### src/rtl/uart_pkg.sv
// Shared UART constants and the divisor helper used when sizing baud generators.
package uart_pkg;

    localparam int UART_OVERSAMPLE = 16;
    localparam int DIV_MIN         = 2;

    // Clocks per oversample tick, rounded to nearest (50 MHz / 9600 baud -> 326).
    function automatic int unsigned baud_div(input int unsigned clk_hz, input int unsigned baud);
        int unsigned den;
        den = baud * UART_OVERSAMPLE;
        return (clk_hz + den / 2) / den;
    endfunction

endpackage

### src/rtl/baud_div_ctr.sv
// Clock divider for the baud generator: owns the active/pending divisor pair and
// the period counter, and flags the raw oversample event. BAUD_FRAC_EN adds a fractional accumulator.
module baud_div_ctr
    import uart_pkg::*;
#(
    parameter int DIV_W       = 17,
    parameter int DEFAULT_DIV = 326
`ifdef BAUD_FRAC_EN
    ,
    parameter int FRAC_W      = 4
`endif
) (
    input  logic             clk,
    input  logic             rst,
    input  logic             en,
    input  logic             div_ld,
    input  logic [DIV_W-1:0] div_in,
`ifdef BAUD_FRAC_EN
    input  logic [FRAC_W-1:0] frac_in,
`endif
    input  logic             resync,
    output logic             os_evt
);

    localparam logic [DIV_W-1:0] DIV_RST = DIV_W'(DEFAULT_DIV);

    logic [DIV_W-1:0] div_q;
    logic [DIV_W-1:0] div_p;
    logic [DIV_W-1:0] div_cnt;
    logic [DIV_W-1:0] last;
    logic             pend;
    logic             wrap;
    logic             boundary;

    function automatic logic [DIV_W-1:0] clamp_div(input logic [DIV_W-1:0] d);
        return (d < DIV_W'(DIV_MIN)) ? DIV_W'(DIV_MIN) : d;
    endfunction

`ifdef BAUD_FRAC_EN
    logic [FRAC_W-1:0] frac_q;
    logic [FRAC_W-1:0] frac_p;
    logic [FRAC_W-1:0] acc;
    logic              stretch;
    logic [FRAC_W:0]   acc_sum;

    assign acc_sum = {1'b0, acc} + {1'b0, frac_q};
    // A carry out of the accumulator lengthens the following period by one clock.
    assign last    = div_q - DIV_W'(1) + DIV_W'(stretch);

    always_ff @(posedge clk) begin
        if (rst) begin
            frac_q  <= '0;
            frac_p  <= '0;
            acc     <= '0;
            stretch <= 1'b0;
        end else begin
            if (boundary && pend)
                frac_q <= frac_p;
            if (div_ld)
                frac_p <= frac_in;
            if (resync) begin
                acc     <= '0;
                stretch <= 1'b0;
            end else if (wrap) begin
                {stretch, acc} <= acc_sum;
            end
        end
    end
`else
    assign last = div_q - DIV_W'(1);
`endif

    // resync outranks a wrap landing in the same cycle, so no event fires then.
    assign wrap     = en && !resync && (div_cnt == last);
    assign boundary = resync || wrap;
    assign os_evt   = wrap;

    always_ff @(posedge clk) begin
        if (rst)
            div_cnt <= '0;
        else if (resync || wrap)
            div_cnt <= '0;
        else if (en)
            div_cnt <= div_cnt + DIV_W'(1);
    end

    // A load coinciding with a boundary stays pending until the next one.
    always_ff @(posedge clk) begin
        if (rst) begin
            div_q <= DIV_RST;
            div_p <= DIV_RST;
            pend  <= 1'b0;
        end else begin
            if (boundary && pend)
                div_q <= div_p;
            if (div_ld) begin
                div_p <= clamp_div(div_in);
                pend  <= 1'b1;
            end else if (boundary) begin
                pend  <= 1'b0;
            end
        end
    end

endmodule

### src/rtl/baud_tick_gen.sv
// UART baud generator: oversample tick, bit tick and square-wave bclk from a
// programmable divisor. Define BAUD_FRAC_EN for fractional division (adds FRAC_W, frac_in).
module baud_tick_gen
    import uart_pkg::*;
#(
    parameter int DIV_W       = 17,
    parameter int DEFAULT_DIV = 326,
    parameter int OVERSAMPLE  = UART_OVERSAMPLE
`ifdef BAUD_FRAC_EN
    ,
    parameter int FRAC_W      = 4
`endif
) (
    input  logic             clk,
    input  logic             rst,
    input  logic             en,
    input  logic             div_ld,
    input  logic [DIV_W-1:0] div_in,
`ifdef BAUD_FRAC_EN
    input  logic [FRAC_W-1:0] frac_in,
`endif
    input  logic             resync,
    output logic             os_tick,
    output logic             bit_tick,
    output logic             bclk
);

    // OVERSAMPLE must be even and at least 2 so the mid-bit point is a whole tick.
    localparam int              OS_W       = $clog2(OVERSAMPLE);
    localparam logic [OS_W-1:0] OS_LAST    = OS_W'(OVERSAMPLE - 1);
    localparam logic [OS_W-1:0] OS_MID     = OS_W'(OVERSAMPLE / 2);
    localparam logic [OS_W-1:0] OS_PRE_MID = OS_W'(OVERSAMPLE / 2 - 1);

    logic            os_evt;
    logic [OS_W-1:0] os_cnt;

    baud_div_ctr #(
        .DIV_W       (DIV_W),
        .DEFAULT_DIV (DEFAULT_DIV)
`ifdef BAUD_FRAC_EN
        ,
        .FRAC_W      (FRAC_W)
`endif
    ) u_div (
        .clk     (clk),
        .rst     (rst),
        .en      (en),
        .div_ld  (div_ld),
        .div_in  (div_in),
`ifdef BAUD_FRAC_EN
        .frac_in (frac_in),
`endif
        .resync  (resync),
        .os_evt  (os_evt)
    );

    // bclk rises with bit_tick and falls when os_cnt reaches the mid-bit count.
    always_ff @(posedge clk) begin
        if (rst) begin
            os_cnt   <= '0;
            os_tick  <= 1'b0;
            bit_tick <= 1'b0;
            bclk     <= 1'b0;
        end else if (resync) begin
            os_cnt   <= OS_MID;
            os_tick  <= 1'b0;
            bit_tick <= 1'b0;
            bclk     <= 1'b0;
        end else begin
            os_tick  <= os_evt;
            bit_tick <= os_evt && (os_cnt == OS_LAST);
            if (os_evt) begin
                if (os_cnt == OS_LAST) begin
                    os_cnt <= '0;
                    bclk   <= 1'b1;
                end else begin
                    os_cnt <= os_cnt + OS_W'(1);
                    if (os_cnt == OS_PRE_MID)
                        bclk <= 1'b0;
                end
            end
        end
    end

endmodule

### config.mk
export PLATFORM = sky130hd
export DESIGN_NAME = baud_tick_gen
export DESIGN_NICKNAME = d
export VERILOG_FILES = /design/src/rtl/uart_pkg.sv /design/src/rtl/baud_div_ctr.sv /design/src/rtl/baud_tick_gen.sv
export SDC_FILE = /design/constraint.sdc
export NUM_CORES = 1
export LEC_CHECK = 0
export ABC_AREA = 1
export CORE_MARGIN = 10
export CORE_UTILIZATION = 46
export DETAILED_ROUTE_END_ITERATION = 10
export GPL_TIMING_DRIVEN = 0
export PLACE_DENSITY = 0.75
export SETUP_SLACK_MARGIN = 0.3
export SLEW_MARGIN = 20
export SYNTH_ARGS = -nofsm -noshare
export SYNTH_HDL_FRONTEND = slang
export SYNTH_HIERARCHICAL = 1
export SYNTH_SLANG_ARGS = --single-unit
### constraint.sdc
create_clock -name clk -period 4.9 [get_ports clk]
set_input_delay 0.98 -clock clk [delete_from_list [all_inputs] [get_ports clk]]
set_output_delay 0.98 -clock clk [all_outputs]
set_load 0.01 [all_outputs]
==> flow_metrics.tcl, run 1 <==
set metrics [dict create \
    cap_violations 0 \
    crit_required_ns 5.13 \
    grt_pass1_wl_mm 12.04 \
    ys_types 34 \
    cellLeakagePower_nw 1.573 \
    synthTopCellsByArea "dfxtp_1, nand2_1, nor2_1" \
    drc 0 \
    syn_avg_cell_area_um2 7.000 \
    timing.fmax_mhz 346.7 \
    pwr-share-seq 0.473 \
    relSlewSlack 0.6937 \
    cpPeakStageDelay_ns 0.51 \
    num_vias 2927 \
    ys_seq_area_frac 0.3676 \
    antenna_found_initial 0 \
    io-pin-count 25 \
    cts_setup_buffers 0 \
    die_area_um2 10730 \
    drv_slew 0 \
    p_int_uw 803.9 \
    area_growth_syn_to_layout_pct 16.98 \
    cts_hold_buf 0 \
    cts.sinks 59 \
    syn_inst 459 \
    hpwl_mm 5.477 \
    clock_skew_ns 0.007980 \
    rrSetupSlack_ns 2.48 \
    power_density_nw_per_um2 289.4 \
    tritoncts "built" \
    start_util 0.4729 \
    finalHoldViolCount 0 \
    die_x_um 103.6 \
    total_power_mw 1.088 \
    clkPwrFrac 0.405 \
    vias_per_cell 4.928 \
    final_cells 594 \
    cpMostUsedCell "nor2_1" \
    synth-edff-count 0 \
    yosysTopAreaCellShare 0.3676 \
    routedWlPerCell_um 11.68 \
    cp-startpoint "resync" \
    path_clk_slew_ns 0.07 \
    worst-setup-path-type "in2reg" \
    critical_path.endpoint_type "flop" \
    row_count 30 \
    drtIter0Drc 141 \
    yosys_register_bits 59 \
    syn_area_um2 3213 \
    critPathMaxFanout 10 \
    syn_nets 484 \
    final_util 0.5532 \
    rsz0062_at_grt "no" \
    cp_top_family "simple AND/OR/NAND/NOR gates" \
    p_switching_uw 283.8 \
    ant_nets 0 \
    worstReg2RegStart "u_div/div_q[0]$_SDFFE_PP0P_" \
    swShare 0.2609 \
    cts_resized 0 \
    cp_data_arrival_time_ns 3.11 \
    cts_max_level 3 \
    combPwrFrac 0.122 \
    drive_gt1_frac 0.1205 \
    finalCriticalPeriod_ns 2.884 \
    port_buffers 23 \
    slowest_stage "clkdlybuf4s50_1" \
    grt_max_degree 11 \
    yosysTopAreaCell "dfxtp_1" \
    grt_pass1_vias 2779 \
    async_flop_share 0 \
    firstDrtPassIters 6 \
    finalCritPeriodShare 0.5886 \
    status "completed" \
    final-setup-viol-count 0 \
    grt_overflow 0 \
    wl_mm 6.940 \
    cts_buffer_depth 2 \
    insertion_delay_ns 0.34 \
    cp_num_buf_inv 3 \
    synth-main-ff-cell "dfxtp_1" \
    insertedDiodeCount 0 \
    crit_chain "clkdlybuf4s50_1, inv_1, nand2_1, nor2_1, nand3_1, nor2_1, nand3_1, nor2_1, nand2_2, nor2_2, nor2_2, nand2_4, buf_6, nor2_1" \
    hp-start "bclk$_SDFFE_PP0P_" \
    start_kind "input pin" \
    dpl.cell_count 578 \
    finalSetupTns_ns 0 \
    gp_congestion 0.8423 \
    cts_buffers 9 \
    die_y_um 103.6 \
    root_buffer "clkbuf_8" \
    final_net_count 518 \
    min_path_type "reg2reg" \
    yosys_warnings 6 \
    grtUsageTotal 0.1331 \
    core_area_um2 6794 \
    worst_pin_slew_ns 0.4595 \
    peakVddDrop_mv 0.1970 \
]
path summary, 6_finish.rpt:
check                                        end  cells past startpoint
hold / removal                 bclk$_SDFFE_PP0P_                      1
setup / recovery  u_div/div_cnt[12]$_SDFFE_PP0P_                     14
hold reg to reg                bclk$_SDFFE_PP0P_                      1
setup reg to reg  u_div/div_cnt[12]$_SDFFE_PP0P_                     14
power groups by stage:
stage                     sequential, mW  clock, mW  combinational, mW
after floorplan                    0.521          0             0.0943
after global placement             0.524          0              0.130
after detailed placement           0.525          0              0.132
after CTS                          0.514      0.452              0.133
after global routing               0.517      0.473              0.151
final                              0.515      0.440              0.133
metrics by stage:
| step | worst slack, ns | instance area, µm² | hold slack, ns |
|---|---|---|---|
| after floorplan | 2.551 | 3213 | 0.4295 |
| after global placement | 1.680 | 3563 | 0.4429 |
| after detailed placement | 1.683 | 3563 | 0.4578 |
| after CTS | 2.049 | 3759 | 0.4683 |
| after global routing | 1.894 | 3759 | 0.4813 |
| final | 2.016 | 3759 | 0.4668 |
registers in the layout (all words and copies together), names as in the netlist:
name,count
u_div/div_cnt,17
u_div/div_p,17
u_div/div_q,17
os_cnt,4
bclk,1
bit_tick,1
os_tick,1
u_div/pend,1
synth_stat cells (2+ instances only):
cell,n
a211oi_1,10
a21oi_1,28
a21oi_2,2
buf_2,5
buf_6,5
clkbuf_1,5
dfxtp_1,59
ha_1,3
inv_1,44
inv_2,4
nand2_1,107
nand2_2,5
nand3_1,40
nand3_2,3
nand3b_1,4
nand4_1,6
nor2_1,62
nor2_2,11
nor2_4,2
nor3_1,4
nor3_2,2
nor4_1,4
o21ai_0,5
o21ai_1,2
or2_2,3
xnor2_1,11
xor2_1,16
cell families after synthesis:
family | share of synthesized area
fa+ha+maj | 0.01168
xor+xnor | 0.07360
compound gates | 0.09346
buf+inv | 0.08839
simple gates | 0.3653
flops | 0.3676
routing by layer:
metal | vias to the layer above | part of all wire | track usage
met5 | - | 0 | 0
met4 | 0 | 0.012 | 0.07056
met3 | 9 | 0.050 | 0.03470
met2 | 55 | 0.46 | 0.2207
met1 | 1326 | 0.47 | 0.1530
li1 | 1537 | - | -
cell type report:
type,count,area (µm²)
fillers,676,3035
plain buffers,16,103.9
clock inverters,4,50.05
multi-input cells,336,1748
clock buffers,12,145.1
inverters,48,180.2
repair buffers,23,230.2
flip-flops and latches,59,1181
well taps,96,120.1
cells in the final DEF (no fill, tap or decap), types with 3 or more instances in the layout:
cell / count
buf_2: 5
nand2_1: 107
nor4_1: 4
inv_2: 4
clkbuf_1: 7
clkbuf_8: 10
xnor2_1: 11
a211oi_1: 10
a21oi_1: 28
ha_1: 3
nor2_2: 11
nand4_1: 6
dfxtp_1: 59
clkdlybuf4s50_1: 23
nand2_2: 5
nand3b_1: 4
buf_6: 5
inv_1: 44
o21ai_0: 5
or2_2: 3
nand3_2: 3
nor3_1: 4
nand3_1: 40
nor2_1: 62
xor2_1: 16
No activity file was read; power rests on OpenSTA's default activity.
==> inputs of run 2 (changes only) <==
- clock period: 4.9 -> 2.89 ns (I/O delays scaled with it)
==> run 2 against run 1 <==
- sequential power rose by 70%
- via count did not move
- wire length did not move
- die area did not move
- count of clock-buffer cells in the layout did not move
- critical path depth did not move
- final cell count did not move
- worst setup slack got worse by 1.5 ns
- global-route usage did not move
- highest routed layer unchanged
==> flow_metrics.tcl, run 2 (same netlist as run 1, synthesis figures left out) <==
set metrics [dict create \
    status "completed" \
    cp_num_buf_inv 3 \
    relSlewSlack 0.6937 \
    worst-setup-path-type "in2reg" \
    insertion_delay_ns 0.34 \
    grt_max_degree 11 \
    worst_pin_slew_ns 0.4595 \
    final_net_count 518 \
    crit_chain "clkdlybuf4s50_1, inv_1, nand2_1, nor2_1, nand3_1, nor2_1, nand3_1, nor2_1, nand2_2, nor2_4, nor2_2, nand2_4, buf_6, nor2_1" \
    cp_top_family "simple AND/OR/NAND/NOR gates" \
    grt_overflow 0 \
    final_common_cell "nand2_1" \
    crit_required_ns 3.12 \
    start_kind "input pin" \
    critical_path.endpoint_type "flop" \
    drtIter0Drc 141 \
    cp.depth 14 \
    firstDrtPassIters 6 \
    ant_nets 0 \
    cellLeakagePower_nw 1.573 \
    cts.sinks 59 \
    cpMostUsedCell "nor2_1" \
    insertedDiodeCount 0 \
    grt_pass1_vias 2779 \
    worstHoldPathCells 1 \
    drv_slew 0 \
    gp_congestion 0.8423 \
    cp_data_arrival_time_ns 2.62 \
    largestRegisters "u_div/div_cnt: 17 flops, u_div/div_p: 17 flops, u_div/div_q: 17 flops" \
    slowest_stage "clkdlybuf4s50_1" \
    holdWs_ns 0.4668 \
    io-pin-count 25 \
    cpPeakStageDelay_ns 0.51 \
    finalSetupTns_ns 0 \
    min_path_type "reg2reg" \
    port_buffers 23 \
    cap_violations 0 \
    timing.final.ws_setup_ns 0.4966 \
    tritoncts "built" \
    final_util 0.5540 \
    start_util 0.4729 \
    num_vias 2927 \
    final_cell_area_um2 3764 \
    path_clk_slew_ns 0.07 \
    core_area_um2 6794 \
    root_buffer "clkbuf_8" \
    row_count 30 \
    die_x_um 103.6 \
    grt_pass1_wl_mm 12.04 \
    cts_buffer_depth 2 \
    finalCritPeriodShare 0.8282 \
    drc 0 \
    peakVddDrop_mv 0.3340 \
    dp_slack_ns 0.07538 \
    cts_hold_buf 0 \
    clock_skew_ns 0.007980 \
    rsz0062_at_grt "no" \
    placed_cell_area_um2 3563 \
    mostFrequentLayoutCells "nand2_1, nor2_1, dfxtp_1" \
    finalHoldViolCount 0 \
    die_y_um 103.6 \
    wl_mm 6.940 \
    grtUsageTotal 0.1331 \
    multi_input_area_um2 1753 \
    timing.fmax_mhz 417.8 \
    vias_per_cell 4.928 \
    cts_max_level 3 \
    reg2regPathDepth 14 \
    die_area_um2 10730 \
    critPathMaxFanout 10 \
    seq_area_um2 1181 \
    routedWlPerCell_um 11.68 \
    cts_buffers 9 \
    hpwl_mm 5.477 \
    nFillCells 676 \
    drive_gt1_frac 0.1205 \
    power_density_nw_per_um2 490.3 \
    antenna_found_initial 0 \
    area_growth_syn_to_layout_pct 17.13 \
    final-setup-viol-count 0 \
    finalCriticalPeriod_ns 2.393 \
]
run 2: metal layers:
layer,share of wire,track usage
met1,0.47,0.1530
met2,0.46,0.2207
met3,0.049,0.03470
met4,0.012,0.07056
met5,0,0
run 2: what timing repair did:
item,4_1_cts,5_1_grt
resized for setup,0,1
buffers inserted,0,0
setup endpoints to repair,0,4
run 2: worst paths after layout:
path / startpoint / endpoint / slack (ns)
worst max-delay path: resync / u_div/div_cnt[12]$_SDFFE_PP0P_ / 0.50
worst max register to register: u_div/div_q[0]$_SDFFE_PP0P_ / u_div/div_cnt[12]$_SDFFE_PP0P_ / 0.56
worst min register to register: bclk$_SDFFE_PP0P_ / bclk$_SDFFE_PP0P_ / 0.47
worst min-delay path: bclk$_SDFFE_PP0P_ / bclk$_SDFFE_PP0P_ / 0.47
run 2: layout make-up:
type	instances	share of cell area
Buffer	16	0.02759
Clock buffer	12	0.03856
Clock inverter	4	0.01330
Inverter	48	0.04787
Multi-Input combinational cell	336	0.4658
Sequential cell	59	0.3138
Tap cell	96	0.03191
Timing Repair Buffer	23	0.06117
run 2: worst reg2reg max path, stage by stage, from the launching register on:
cell,delay [ns]
dfxtp_1,0.35
inv_1,0.12
ha_1,0.24
nand3_4,0.14
nor2_1,0.23
nand2_1,0.09
nand2_1,0.07
nand3_1,0.09
nor2_1,0.14
nand2_2,0.11
nor2_4,0.21
nor2_2,0.08
nand2_4,0.13
buf_6,0.16
nor2_1,0.05
run 2: through the flow:
step / power (mW) / cells
6_report: 1.845 / 594
3_5_place_dp: 1.114 / 578
2_1_floorplan: 1.043 / 459
5_1_grt: 1.935 / 594
4_1_cts: 1.864 / 594
3_3_place_gp: 1.109 / 578
run 2: where the power goes:
group          switching [mW]  internal [mW]
sequential             0.0263          0.846
clock                   0.326          0.420
combinational           0.130         0.0964
==> inputs of run 3 (changes only) <==
- clock period: 2.89 -> 2.33 ns (I/O delays scaled with it)
==> run 3 against run 2 <==
- critical path type is now reg2reg
- critical endpoint is now u_div/div_cnt[7]$_SDFFE_PP0P_
- utilization is 3.8 points higher
- die area is the same
- total power up 26%
- cell area grew 6.8%
==> flow_metrics.tcl, run 3 (same netlist as run 1, synthesis figures left out) <==
set metrics [dict create \
    crit_required_ns 2.57 \
    routedWlPerCell_um 12.41 \
    reg2regPathDepth 12 \
    vias_per_cell 4.960 \
    cellLeakagePower_nw 1.658 \
    row_count 30 \
    final_cells 604 \
    start_util 0.4729 \
    drtIter0Drc 147 \
    drive_gt1_frac 0.2146 \
    worstHoldPathCells 3 \
    holdWs_ns 0.4544 \
    critPathMaxFanout 6 \
    cp-startpoint "u_div/div_q[1]$_SDFFE_PP1P_" \
    cpPeakStageDelay_ns 0.33 \
    clkPwrFrac 0.399 \
    grt_overflow 0 \
    seq_area_um2 1186 \
    swShare 0.2650 \
    critical_path.endpoint_type "flop" \
    multi_input_area_um2 1896 \
    cts_buffer_depth 2 \
    cp_data_arrival_time_ns 2.30 \
    p_int_mw 1.709 \
    min_path_type "in2reg" \
    finalCritPeriodShare 0.8868 \
    cpMostUsedCell "nor2_4" \
    relSlewSlack 0.6867 \
    ant_nets 0 \
    mostFrequentLayoutCells "nand2_1, dfxtp_1, nor2_1" \
    crit_chain "inv_2, ha_4, nand3_4, nor2_4, nand2_1, xor2_2, nand3_2, nor2_4, nor2_4, nand2_4, clkbuf_16, nor2_1" \
    cap_violations 0 \
    pwr-share-seq 0.466 \
    largestRegisters "u_div/div_cnt: 17 flops, u_div/div_p: 17 flops, u_div/div_q: 17 flops" \
    num_vias 2996 \
    insertion_delay_ns 0.35 \
    insertedDiodeCount 0 \
    root_buffer "clkbuf_8" \
    peakVddDrop_mv 0.4134 \
    cp_num_buf_inv 2 \
    nFillCells 637 \
    wl_mm 7.493 \
    final_net_count 528 \
    drv_slew 0 \
    cts_buffers 9 \
    worst_pin_slew_ns 0.4700 \
    finalSetupTns_ns 0 \
    gp_congestion 0.8423 \
    path_clk_slew_ns 0.06 \
    cp_top_family "simple AND/OR/NAND/NOR gates" \
    combPwrFrac 0.135 \
    hpwl_mm 5.477 \
    worst-setup-path-type "reg2reg" \
    cp.depth 12 \
    die_area_um2 10730 \
    port_buffers 23 \
    status "completed" \
    final-setup-viol-count 0 \
    finalCriticalPeriod_ns 2.066 \
    clock_skew_ns 0.008282 \
    core_area_um2 6794 \
    final_common_cell "nand2_1" \
    hp-start "en" \
    tritoncts "built" \
    firstDrtPassIters 4 \
    io-pin-count 25 \
    grtUsageTotal 0.1384 \
    dpl.cell_count 578 \
    antenna_found_initial 0 \
    grt_max_degree 11 \
    total_power_mw 2.325 \
    worstReg2RegStart "u_div/div_q[1]$_SDFFE_PP1P_" \
    slowest_stage "dfxtp_2" \
    die_x_um 103.6 \
    finalHoldViolCount 0 \
    die_y_um 103.6 \
    timing.fmax_mhz 484.0 \
    cts.sinks 59 \
    final_util 0.5919 \
    grt_pass1_vias 2859 \
    start_kind "flop" \
    drc 0 \
    p_switching_uw 616.3 \
    power_density_nw_per_um2 578.2 \
    area_growth_syn_to_layout_pct 25.16 \
    grt_pass1_wl_mm 12.52 \
    rsz0062_at_grt "yes" \
    cts_max_level 3 \
]
[run 3: cell count changes in the layout (fill, tap and decap cells not counted), moves of 3 or more]
cell | before | now
nand3_1 | 40 | 36
a21oi_1 | 28 | 21
nor2_1 | 62 | 49
inv_1 | 44 | 40
nand2_1 | 107 | 103
a21oi_2 | 2 | 9
buf_4 | 0 | 4
inv_2 | 4 | 7
buf_6 | 5 | 8
nor2_2 | 10 | 21
nand3_2 | 3 | 7
[run 3: final cells by class]
cell class              count  area share
multi-input cells         336      0.4714
flip-flops and latches     59      0.2950
repair buffers             33     0.08307
inverters                  48     0.04543
clock buffers              12     0.03609
well taps                  96     0.02987
plain buffers              16     0.02676
clock inverters             4     0.01245
[run 3: what timing repair did]
| action | 4_1_cts | 5_1_grt |
|---|---|---|
| hold buffers | 0 | 0 |
| cloned | 2 | 1 |
| endpoints found under the hold margin | 0 | 0 |
| buffers inserted | 7 | 0 |
| resized for setup | 22 | 32 |
| pin swaps | 8 | 6 |
| endpoints found under the setup margin | 42 | 40 |
[run 3: layer usage]
| layer | routed length, µm | global-route usage | vias to the layer above |
|---|---|---|---|
| li1 | - | - | 1554 |
| met1 | 3378 | 0.1578 | 1368 |
| met2 | 3633 | 0.2324 | 57 |
| met3 | 326 | 0.03470 | 17 |
| met4 | 153 | 0.07258 | 0 |
| met5 | 0 | 0 | - |
[run 3: metrics by stage]
stage,area [µm²],setup slack (ns)
2_1_floorplan,3213,0.3529
3_3_place_gp,3563,-0.3758
3_5_place_dp,3563,-0.3726
4_1_cts,3889,0.2797
5_1_grt,4021,0.09721
6_report,4021,0.2638
[run 3: path summary, 6_finish.rpt]
check,end,slack (ns)
worst max register to register,u_div/div_cnt[7]$_SDFFE_PP0P_,0.26
worst max-delay path,u_div/div_cnt[7]$_SDFFE_PP0P_,0.26
worst min register to register,bclk$_SDFFE_PP0P_,0.46
worst min-delay path,u_div/div_cnt[1]$_SDFFE_PP0P_,0.45
[run 3: worst reg2reg max path, stage by stage, from the launching register on]
cell and delay (ns):
dfxtp_2 0.33, inv_2 0.08, ha_4 0.15, nand3_4 0.12
nor2_4 0.19, nand2_1 0.12, xor2_2 0.17, nand3_2 0.15
nor2_4 0.25, nor2_4 0.06, nand2_4 0.14, clkbuf_16 0.17
nor2_1 0.04
[run 3: power by group through the flow]
stage               clock (mW)  sequential, mW  combinational [mW]
floorplan                    0            1.09               0.198
global placement             0            1.10               0.273
detailed placement           0            1.10               0.278
CTS                      0.950            1.08               0.301
global route             0.996            1.09               0.353
finish                   0.928            1.08               0.314
